`src/rtl/branch_outcome_queue.sv`:
```
// Queue of outstanding branch predictions, retired in order by resolves from execute.
// Compares each resolved direction against its prediction, flushes on mispredict and counts misses.
module branch_outcome_queue #(
  parameter int DEPTH = 4,
  parameter int CNT_W = 8
) (
  input  logic                     clk,
  input  logic                     rst,
  input  logic                     pred_valid,
  input  logic                     pred_taken,
  input  logic                     resolve_valid,
  input  logic                     resolve_taken,
  output logic                     result,
  output logic                     taken,
  output logic                     mispredict,
  output logic                     full,
  output logic                     empty,
  output logic [$clog2(DEPTH):0]   count,
  output logic [CNT_W-1:0]         mispredict_cnt,
  output logic                     overflow_err,
  output logic                     underflow_err
);

  localparam int PW = $clog2(DEPTH);
  localparam logic [PW:0]   OCC_ONE  = 1;
  localparam logic [PW:0]   OCC_MAX  = DEPTH[PW:0];
  localparam logic [PW-1:0] PTR_ONE  = 1;
  localparam logic [CNT_W-1:0] CNT_ONE = 1;

  logic [DEPTH-1:0] entries;
  logic [PW-1:0]    wr_ptr;
  logic [PW-1:0]    rd_ptr;
  logic [PW:0]      occ;

  logic head;
  logic resolve_ok;
  logic miss;
  logic push_ok;

  assign count = occ;
  assign full  = (occ == OCC_MAX);
  assign empty = (occ == '0);

  assign head       = entries[rd_ptr];
  assign resolve_ok = resolve_valid && !empty;
  assign miss       = resolve_ok && (head != resolve_taken);
  // A mispredict makes everything younger wrong-path, including a prediction arriving now.
  assign push_ok    = pred_valid && (!full || resolve_ok) && !miss;

  always_ff @(posedge clk or posedge rst) begin
    if (rst) begin
      entries <= '0;
      wr_ptr  <= '0;
      rd_ptr  <= '0;
      occ     <= '0;
    end else if (miss) begin
      rd_ptr <= wr_ptr;
      occ    <= '0;
    end else begin
      if (push_ok) begin
        entries[wr_ptr] <= pred_taken;
        wr_ptr          <= wr_ptr + PTR_ONE;
      end
      if (resolve_ok)
        rd_ptr <= rd_ptr + PTR_ONE;
      if (push_ok && !resolve_ok)
        occ <= occ + OCC_ONE;
      else if (resolve_ok && !push_ok)
        occ <= occ - OCC_ONE;
    end
  end

  always_ff @(posedge clk or posedge rst) begin
    if (rst) begin
      result     <= 1'b0;
      taken      <= 1'b0;
      mispredict <= 1'b0;
    end else begin
      result     <= resolve_ok;
      mispredict <= miss;
      if (resolve_ok)
        taken <= resolve_taken;
    end
  end

  always_ff @(posedge clk or posedge rst) begin
    if (rst) begin
      mispredict_cnt <= '0;
      overflow_err   <= 1'b0;
      underflow_err  <= 1'b0;
    end else begin
      if (miss && (mispredict_cnt != '1))
        mispredict_cnt <= mispredict_cnt + CNT_ONE;
      if (pred_valid && full && !resolve_ok)
        overflow_err <= 1'b1;
      if (resolve_valid && empty)
        underflow_err <= 1'b1;
    end
  end

endmodule

```
`config.mk`:
```
export PLATFORM = sky130hd
export DESIGN_NAME = branch_outcome_queue
export DESIGN_NICKNAME = d
export VERILOG_FILES = /design/src/rtl/branch_outcome_queue.sv
export SDC_FILE = /design/constraint.sdc
export NUM_CORES = 1
export LEC_CHECK = 0
export CAP_MARGIN = 15
export CORE_ASPECT_RATIO = 1.4
export CORE_MARGIN = 3
export CORE_UTILIZATION = 38
export DETAILED_ROUTE_END_ITERATION = 6
export GPL_ROUTABILITY_DRIVEN = 0
export RECOVER_POWER = 100
export SKIP_LAST_GASP = 1
export SYNTH_ARGS = -nofsm -noshare
export SYNTH_HDL_FRONTEND = slang
export SYNTH_SLANG_ARGS = --single-unit
```
`constraint.sdc`:
```
create_clock -name clk -period 2.09 [get_ports clk]
set_input_delay 0.3135 -clock clk [delete_from_list [all_inputs] [get_ports clk]]
set_output_delay 0.3135 -clock clk [all_outputs]
set_load 0.05 [all_outputs]
```
# Yosys cells after proc, flatten, opt, wreduce, memory -nomap -nowiden
# Cells that the tools add are included.
# totals
reg_bits	24
inputBits	6
out_inout_bits	18
word_cells	53
# op_classes
n_addsub	5
n_lt_le_gt_ge	3
eq_ne	3
mux	10
n_bitwise	1
reduce_logical	21
# ops
cell	count
$logic_and 1x1->1	11
$mux 3	3
$add 8x1->8 const B	1
$ne 8x8->1 const B	1
$lt 2x3->1 const B	2
$logic_not 1->1	5
$add 2x1->2 const B	2
$bwmux 4	1
$mux 2	2
$add 3x1->3 const B	1
$eq 3x3->1 const B	1
$logic_not 3->1	1
$reduce_bool 3->1	1
$sub 3x1->3 const B	1
$bmux 1 s2	1
$demux 1 s2	1
$ge 2x1->1 const B	1
$mux 1	2
$reduce_and 2->1	1
$reduce_bool 2->1	1
$logic_or 1x1->1	1
$ne 1x1->1	1
$not 1->1	1

# Logic depth before layout (Yosys ltp)
# Gate-level depths: netlist of run 1.
# depth
ltp_word	11
ltp_mapped	9
mapped_depth_nobuf	7

# Worst setup path before layout of run 1
# No wires, ideal clock.
# synth_timing
path_type	reg-to-reg
from	reg occ[2] (netlist: count[2])
to	reg occ[1] (netlist: count[1])
t_arrival_ns	2.506
path_slack_ns	-0.520
path_stages_with_launch	9
n_path_buf	2
period_less_slack_ns	2.610
cell_sequence	dfrtp_1 -> buf_2 -> or3b_1 -> clkbuf_1 -> and3_1 -> fa_1 -> a211oi_1 -> o21ai_0 -> a221oi_1
# synth_via
elab_chain_len	9
# synth_lines
element	line_no	text
from (decl)	33	logic [PW:0] occ;
from (signal assigned)	67	occ <= occ + OCC_ONE;
from (signal assigned)	69	occ <= occ - OCC_ONE;
$logic_not 3->1	42	assign empty = (occ == '0);
$logic_not 1->1	45	assign resolve_ok = resolve_valid && !empty;
$logic_and 1x1->1	45	
$logic_or 1x1->1 or $logic_and 1x1->1 (tied branches)	48, 46	
$logic_and 1x1->1 or $logic_not 1->1 (tied branches)	48	assign push_ok = pred_valid && (!full || resolve_ok) && !miss;
$logic_and 1x1->1	48	
$logic_and 1x1->1 or $logic_not 1->1 (tied branches)	66, 68	
$mux 3 or $logic_and 1x1->1 (tied branches)	66, 68	
$mux 3 or $reduce_bool 3->1 (tied branches)	-	
# Several ways; a longest one is shown, not always the timed one.
# A chain may end at the register's enable or synchronous reset.

# Worst setup path after layout of run 1
# layout_timing
from	reg occ[0] (netlist: count[0])
to	reg occ[1] (netlist: count[1])
# layout_via
elab_chain_len	9
# layout_lines
element
parallel branches: the longest is 9 deep, another holds $sub 3x1->3
# Several ways; the timed one is not identified. The select of a mux whose other input is x is not followed.

==> qor.txt, run 1 <==
Outcome -> finished, final reports clean
Final HPWL DP -> 2340 um
Worst-Margin Slew -> 1.29 ns
Synth Net Count -> 145
Met3 Wirelength -> 104 um
Metal2 WL -> 1680 um
Most frequent cell after synthesis -> dfrtp_1
Hold Path Class -> reg2reg
Fin nets -> 179
Final core occ -> 52.2%
Share of layout cells above drive strength 1 -> 18.1%
Register area share after synthesis -> 44.0%
Core Region -> 3410 sq um
Number of global-route vias before repair -> 1205
Die Wd -> 56.7 um
Metal-1 WL -> 1230 um
DIE HEIGHT -> 76.9 um
Final setup TNS -> 0 ns
Post-Route WL -> 3040 um
CTS tree -> built
Synth unique cells -> 44
Top-area cell type share of the netlist area -> 44.0%
Synth Register Bits -> 24
Max transition margin -> 14.2%
RSZ-0062 raised after global routing -> true
Synth cell count leaders -> dfrtp_1 (24), inv_1 (11), nand2_1 (7), nand3_1 (7), xor2_1 (7)
Vias -> 1136
Synth warn -> 0
CTS HTree Levels -> 1
FP Rows -> 25
CP required -> 2.27 ns
Crit. End Element -> register
Peak supply drop -> 861 uV
Layout area overhead -> 30.4%
Vias per inst -> 5.51
Synth top area cells -> dfrtp_1 (44%), ha_1 (4.6%), xor2_1 (4.5%)
Setup WS pre-CTS -> -0.113 ns
Cells after DPL -> 201
CTS Sinks -> 24
Hold Path Depth -> 1
Wirelength per Cell -> 14.7 um
Buffer depth of the longest clock path -> 2
Top FF cell, synth -> dfrtp_1
Remaining global-route overflow -> 0
Largest net degree at the start of global routing -> 25
First-pass GRT wire length -> 5370 um
Final WS setup -> 0.0673 ns
Initial antenna violation count -> 0
Min Tclk post-route -> 2.02 ns
Post-synth EDFFs -> 0
Final critical-path share of the clock period -> 96.8%
1st-pass router iterations -> 4
Startpoint types -> register
Final Max Slew Viols -> 0
Endpoints failing setup -> 0
Synth area leader -> dfrtp_1
Final hold vios -> 0
CP arrival -> 2.21 ns
Initial core utilization -> 40.0%
Fmax -> 494 MHz
DR top layer -> met4
Ports -> 24
LEAKAGE -> 0.801 nW
Detail Route Antenna Nets -> 0
Initial drt markers -> 53
Non-filler instance count after layout -> 206
Diode count -> 0
Die area -> 4360 sq um
CTS Hold Bufs -> 0
Mean Syn Cell Area -> 10.3 sq um
Input/output buffers -> 23
Clk slew on worst S/H paths -> 0.09 ns
R2R cell count -> 6
Worst-skew pair later-pin latency -> 0.27 ns
Crit path kind -> reg2reg
Max cap viols -> 0
All-Layer GR Usage -> 15.4%
Syn Inst Count -> 133
TritonCTS Buffers -> 3
Worst-path maximum fanout -> 3
Skew final -> 0.00273 ns
Drt drc -> 0
Root Driver -> clkbuf_8
Async SR Flop Fraction -> 100%
PwrDens -> 1750 nW/um^2
Syn Std Cell Area -> 1370 sq um
-- where the power goes --
group | leakage, nW | internal [mW] | switching, mW | total, mW
Combinational | 0.475 | 0.720 | 1.16 | 1.88
Clock | 0.0357 | 0.256 | 0.158 | 0.414
Sequential | 0.290 | 0.662 | 0.163 | 0.825
-- cells by family (layout without fill, tap and decap cells) --
logic type	Yosys count	count (layout)	share of synthesized area, %
AO/OA/AOI/OAI	29	29	15.4
XOR/XNOR	10	10	7.52
adder cells (fa/ha/maj)	6	6	6.05
buffers and inverters	18	51	5.41
flip-flops	24	24	44.0
multiplexers	6	6	5.68
AND/OR/NAND/NOR	40	40	16.0
-- stage by stage --
stage | hold WS [ns] | power [mW] | instance area [sq um]
floorplan | 0.328 | 2.18 | 1390
global placement | 0.451 | 2.73 | 1720
detailed placement | 0.481 | 2.78 | 1720
CTS | 0.396 | 3.20 | 1790
global route | 0.517 | 3.34 | 1780
finish | 0.488 | 3.12 | 1780
-- worst max-delay path, cell delays in order, from the launching register on --
cell and delay [ns]:
dfrtp_2 0.42, or3b_1 0.39, and3_4 0.19, fa_2 0.44, a211oi_2 0.16, o21ai_1 0.10
a221oi_2 0.24
-- cell type report --
class                           instances  area, sq um
Clock buffer                            3         41.3
Clock inverter                          1         30.0
Fill cell                             331         1630
Inverter                               11         41.3
Multi-Input combinational cell         91          709
Sequential cell                        24          603
Tap cell                               40         50.0
Timing Repair Buffer                   36          305
-- routing by layer --
layer  GRT usage [%]  vias up
met5               0        -
met4            6.65        0
met3            1.85        4
met2            26.6       24
met1            18.7      562
li1                -      546
-- final timing paths --
check / startpoint / endpoint / slack, ns
max in group asynchronous: rst / count[2] / 0.49
min in group asynchronous: rst / mispredict_cnt[3] / 0.76
hold reg to reg: overflow_err / overflow_err / 0.49
setup / recovery: count[0] / count[1] / 0.07
hold / removal: overflow_err / overflow_err / 0.49
setup reg to reg: count[0] / count[1] / 0.07
-- registers in the layout, indices dropped and copies added, names as in the netlist --
name,flops
entries,4
underflow_err,1
mispredict_cnt,8
wr_ptr,2
taken,1
count,3
mispredict,1
overflow_err,1
rd_ptr,2
result,1
-- cells in the final DEF (no fill, tap or decap), types with 2 or more instances in the layout --
cell type        Yosys  final
a41o_1               2      2
ha_1                 5      5
buf_4                1     10
nor2_1               5      5
inv_1               11     11
dfrtp_2              0      2
o31ai_1              2      2
a32o_1               4      4
clkdlybuf4s50_1      0      6
dlygate4sd3_1        0     15
o21ai_0              4      3
nand2_1              7      7
nand2b_1             2      2
nand3_1              7      7
xor2_1               7      7
dfrtp_1             24     22
nor3_1               3      3
nand4_1              5      5
clkbuf_1             4      4
mux2_2               4      4
a21o_1               2      2
nor4_1               2      2
clkbuf_8             0      3
a22oi_1              2      2
a21oi_1              6      6
-- repair_timing --
item,in CTS,in global routing
resized for setup,0,2
hold endpoints to repair,0,0
buffers inserted,0,1
setup endpoints to repair,0,6
Note: power is estimated with default switching activity, not from simulation.
==> run 2, diff against run 1 <==
Settings changed: CAP_MARGIN 15 to not set.
==> results of run 2 <==
Final layout, timing and power as in run 1 (identical DEF).
==> run 3, diff against run 2 <==
Settings changed: GPL_TIMING_DRIVEN set to 0.
==> run 3 against run 2 <==
  * Global-route usage grew 0.37 points
  * Routed wire length rose by 6.6%
  * Power grew 3.6%
  * Critical endpoint is now count[1]
  * Critical path type is now reg2out
  * Worst setup slack worse by 0.039 ns
  * Sequential power is 3.9% higher
==> qor.txt, run 3 (same netlist as run 1, synthesis figures left out) <==
Remaining global-route overflow -> 0
Final hold vios -> 0
PwrDens -> 1770 nW/um^2
Crit path max-delay family -> buffers and inverters
Final HPWL DP -> 2240 um
Hold Path Class -> reg2reg
Design area -> 1820 sq um
CTS tree -> built
CP arrival -> 1.75 ns
Worst-Margin Slew -> 0.940 ns
Initial drt markers -> 52
Worst-skew pair later-pin latency -> 0.27 ns
Layout area overhead -> 33.3%
All-Layer GR Usage -> 15.7%
Skew final -> 0.00350 ns
Crit. End Element -> output port
CP peak stage delay -> 0.80 ns
Crit path kind -> reg2out
Diode count -> 0
Commonest non-fill, non-tap cell in the layout -> dfrtp_1
Startpoint types -> register
Outcome -> finished, final reports clean
First-pass GRT wire length -> 5520 um
Worst-path maximum fanout -> 5
Post-DP Area -> 1660 sq um
Register bank with the most flops -> mispredict_cnt
Root Driver -> clkbuf_8
Internal power -> 1.70 mW
Cells after DPL -> 195
CP bufs+invs -> 3
CP max stage cell -> clkdlybuf4s50_1
Largest net degree at the start of global routing -> 25
Sequential group share of total power -> 26.6%
Largest register FFs -> 8
Initial antenna violation count -> 0
Wirelength per Cell -> 15.6 um
WHS -> 0.471 ns
CP Cell Sequence -> clkbuf_4, clkbuf_2, clkdlybuf4s50_1
TritonCTS Buffers -> 3
Endpoints failing setup -> 0
Initial core utilization -> 40.0%
Combinational power share -> 60.5%
FP Rows -> 25
Reg2reg setup slack -> 0.03 ns
Max transition margin -> 37.2%
Drt drc -> 0
LEAKAGE -> 0.817 nW
DIE HEIGHT -> 76.9 um
Die Wd -> 56.7 um
Share of layout cells above drive strength 1 -> 22.8%
Vias -> 1167
Buffer depth of the longest clock path -> 2
CTS Sinks -> 24
Detail Route Antenna Nets -> 0
Final critical-path share of the clock period -> 98.7%
Fmax -> 485 MHz
Clk slew on worst S/H paths -> 0.09 ns
Final Max Slew Viols -> 0
Die area -> 4360 sq um
Core Region -> 3410 sq um
Non-filler instance count after layout -> 207
Setup WS pre-CTS -> -0.399 ns
# fillers -> 313
1st-pass router iterations -> 4
Fin nets -> 180
Switching portion of total power -> 47.2%
CTS HTree Levels -> 1
Vias per inst -> 5.64
CP required -> 1.78 ns
Number of global-route vias before repair -> 1190
Final WS setup -> 0.0279 ns
Sw Pwr -> 1.52 mW
Min Tclk post-route -> 2.06 ns
Ports -> 24
Max cap viols -> 0
Most frequent cells in the layout -> dfrtp_1 (21), dlygate4sd3_1 (16), inv_1 (11), buf_4 (10)
Post-Route WL -> 3240 um
Clock power frac -> 12.9%
Peak supply drop -> 767 uV
RSZ-0062 raised after global routing -> true
Overall power -> 3.23 mW
Input/output buffers -> 22
-- run 3: layout make-up --
class | instances | area (sq um) | share of cell area [%]
well taps | 40 | 50.0 | 2.75
flip-flops and latches | 24 | 604 | 33.2
multi-input cells | 91 | 739 | 40.6
clock buffers | 3 | 41.3 | 2.27
repair buffers | 33 | 294 | 16.2
inverters | 11 | 41.3 | 2.27
plain buffers | 4 | 18.8 | 1.03
clock inverters | 1 | 30.0 | 1.65
-- run 3: per-layer routing --
layer  wire length (um)  global-route usage, %  share of wire, %
met1               1290                   18.4                40
met5                  0                      0                 0
met4                 60                   8.31               1.9
met2               1790                   27.4                55
met3                 90                   1.85               2.8
-- run 3: worst paths after layout --
kind | cells past startpoint | start | to
setup reg to reg | 6 | count[1] | count[1]
setup / recovery | 3 | count[1] | count[1]
max in group asynchronous | 2 | rst | count[1]
hold reg to reg | 1 | overflow_err | overflow_err
hold / removal | 1 | overflow_err | overflow_err
min in group asynchronous | 2 | rst | count[0]
-- run 3: what timing repair did --
item,in CTS,in global routing
gates resized for setup,8,6
hold buffers,0,0
pin swaps,2,2
setup buffers,7,4
endpoints found under the setup margin,5,10
-- run 3: through the flow --
step | utilization (%) | TNS [ns]
floorplan | - | -0.397
global placement | 48.7 | -0.566
detailed placement | 48.7 | -0.799
CTS | 52.3 | 0
global route | 53.4 | -0.126
finish | 53.4 | 0
-- run 3: power groups by stage --
stage	clock [mW]	combinational, mW	sequential, mW
after detailed placement	0	1.84	0.855
after global routing	0.448	2.12	0.883
after floorplan	0	0.962	1.22
after CTS	0.434	1.92	0.855
final	0.417	1.95	0.857
after global placement	0	1.80	0.844
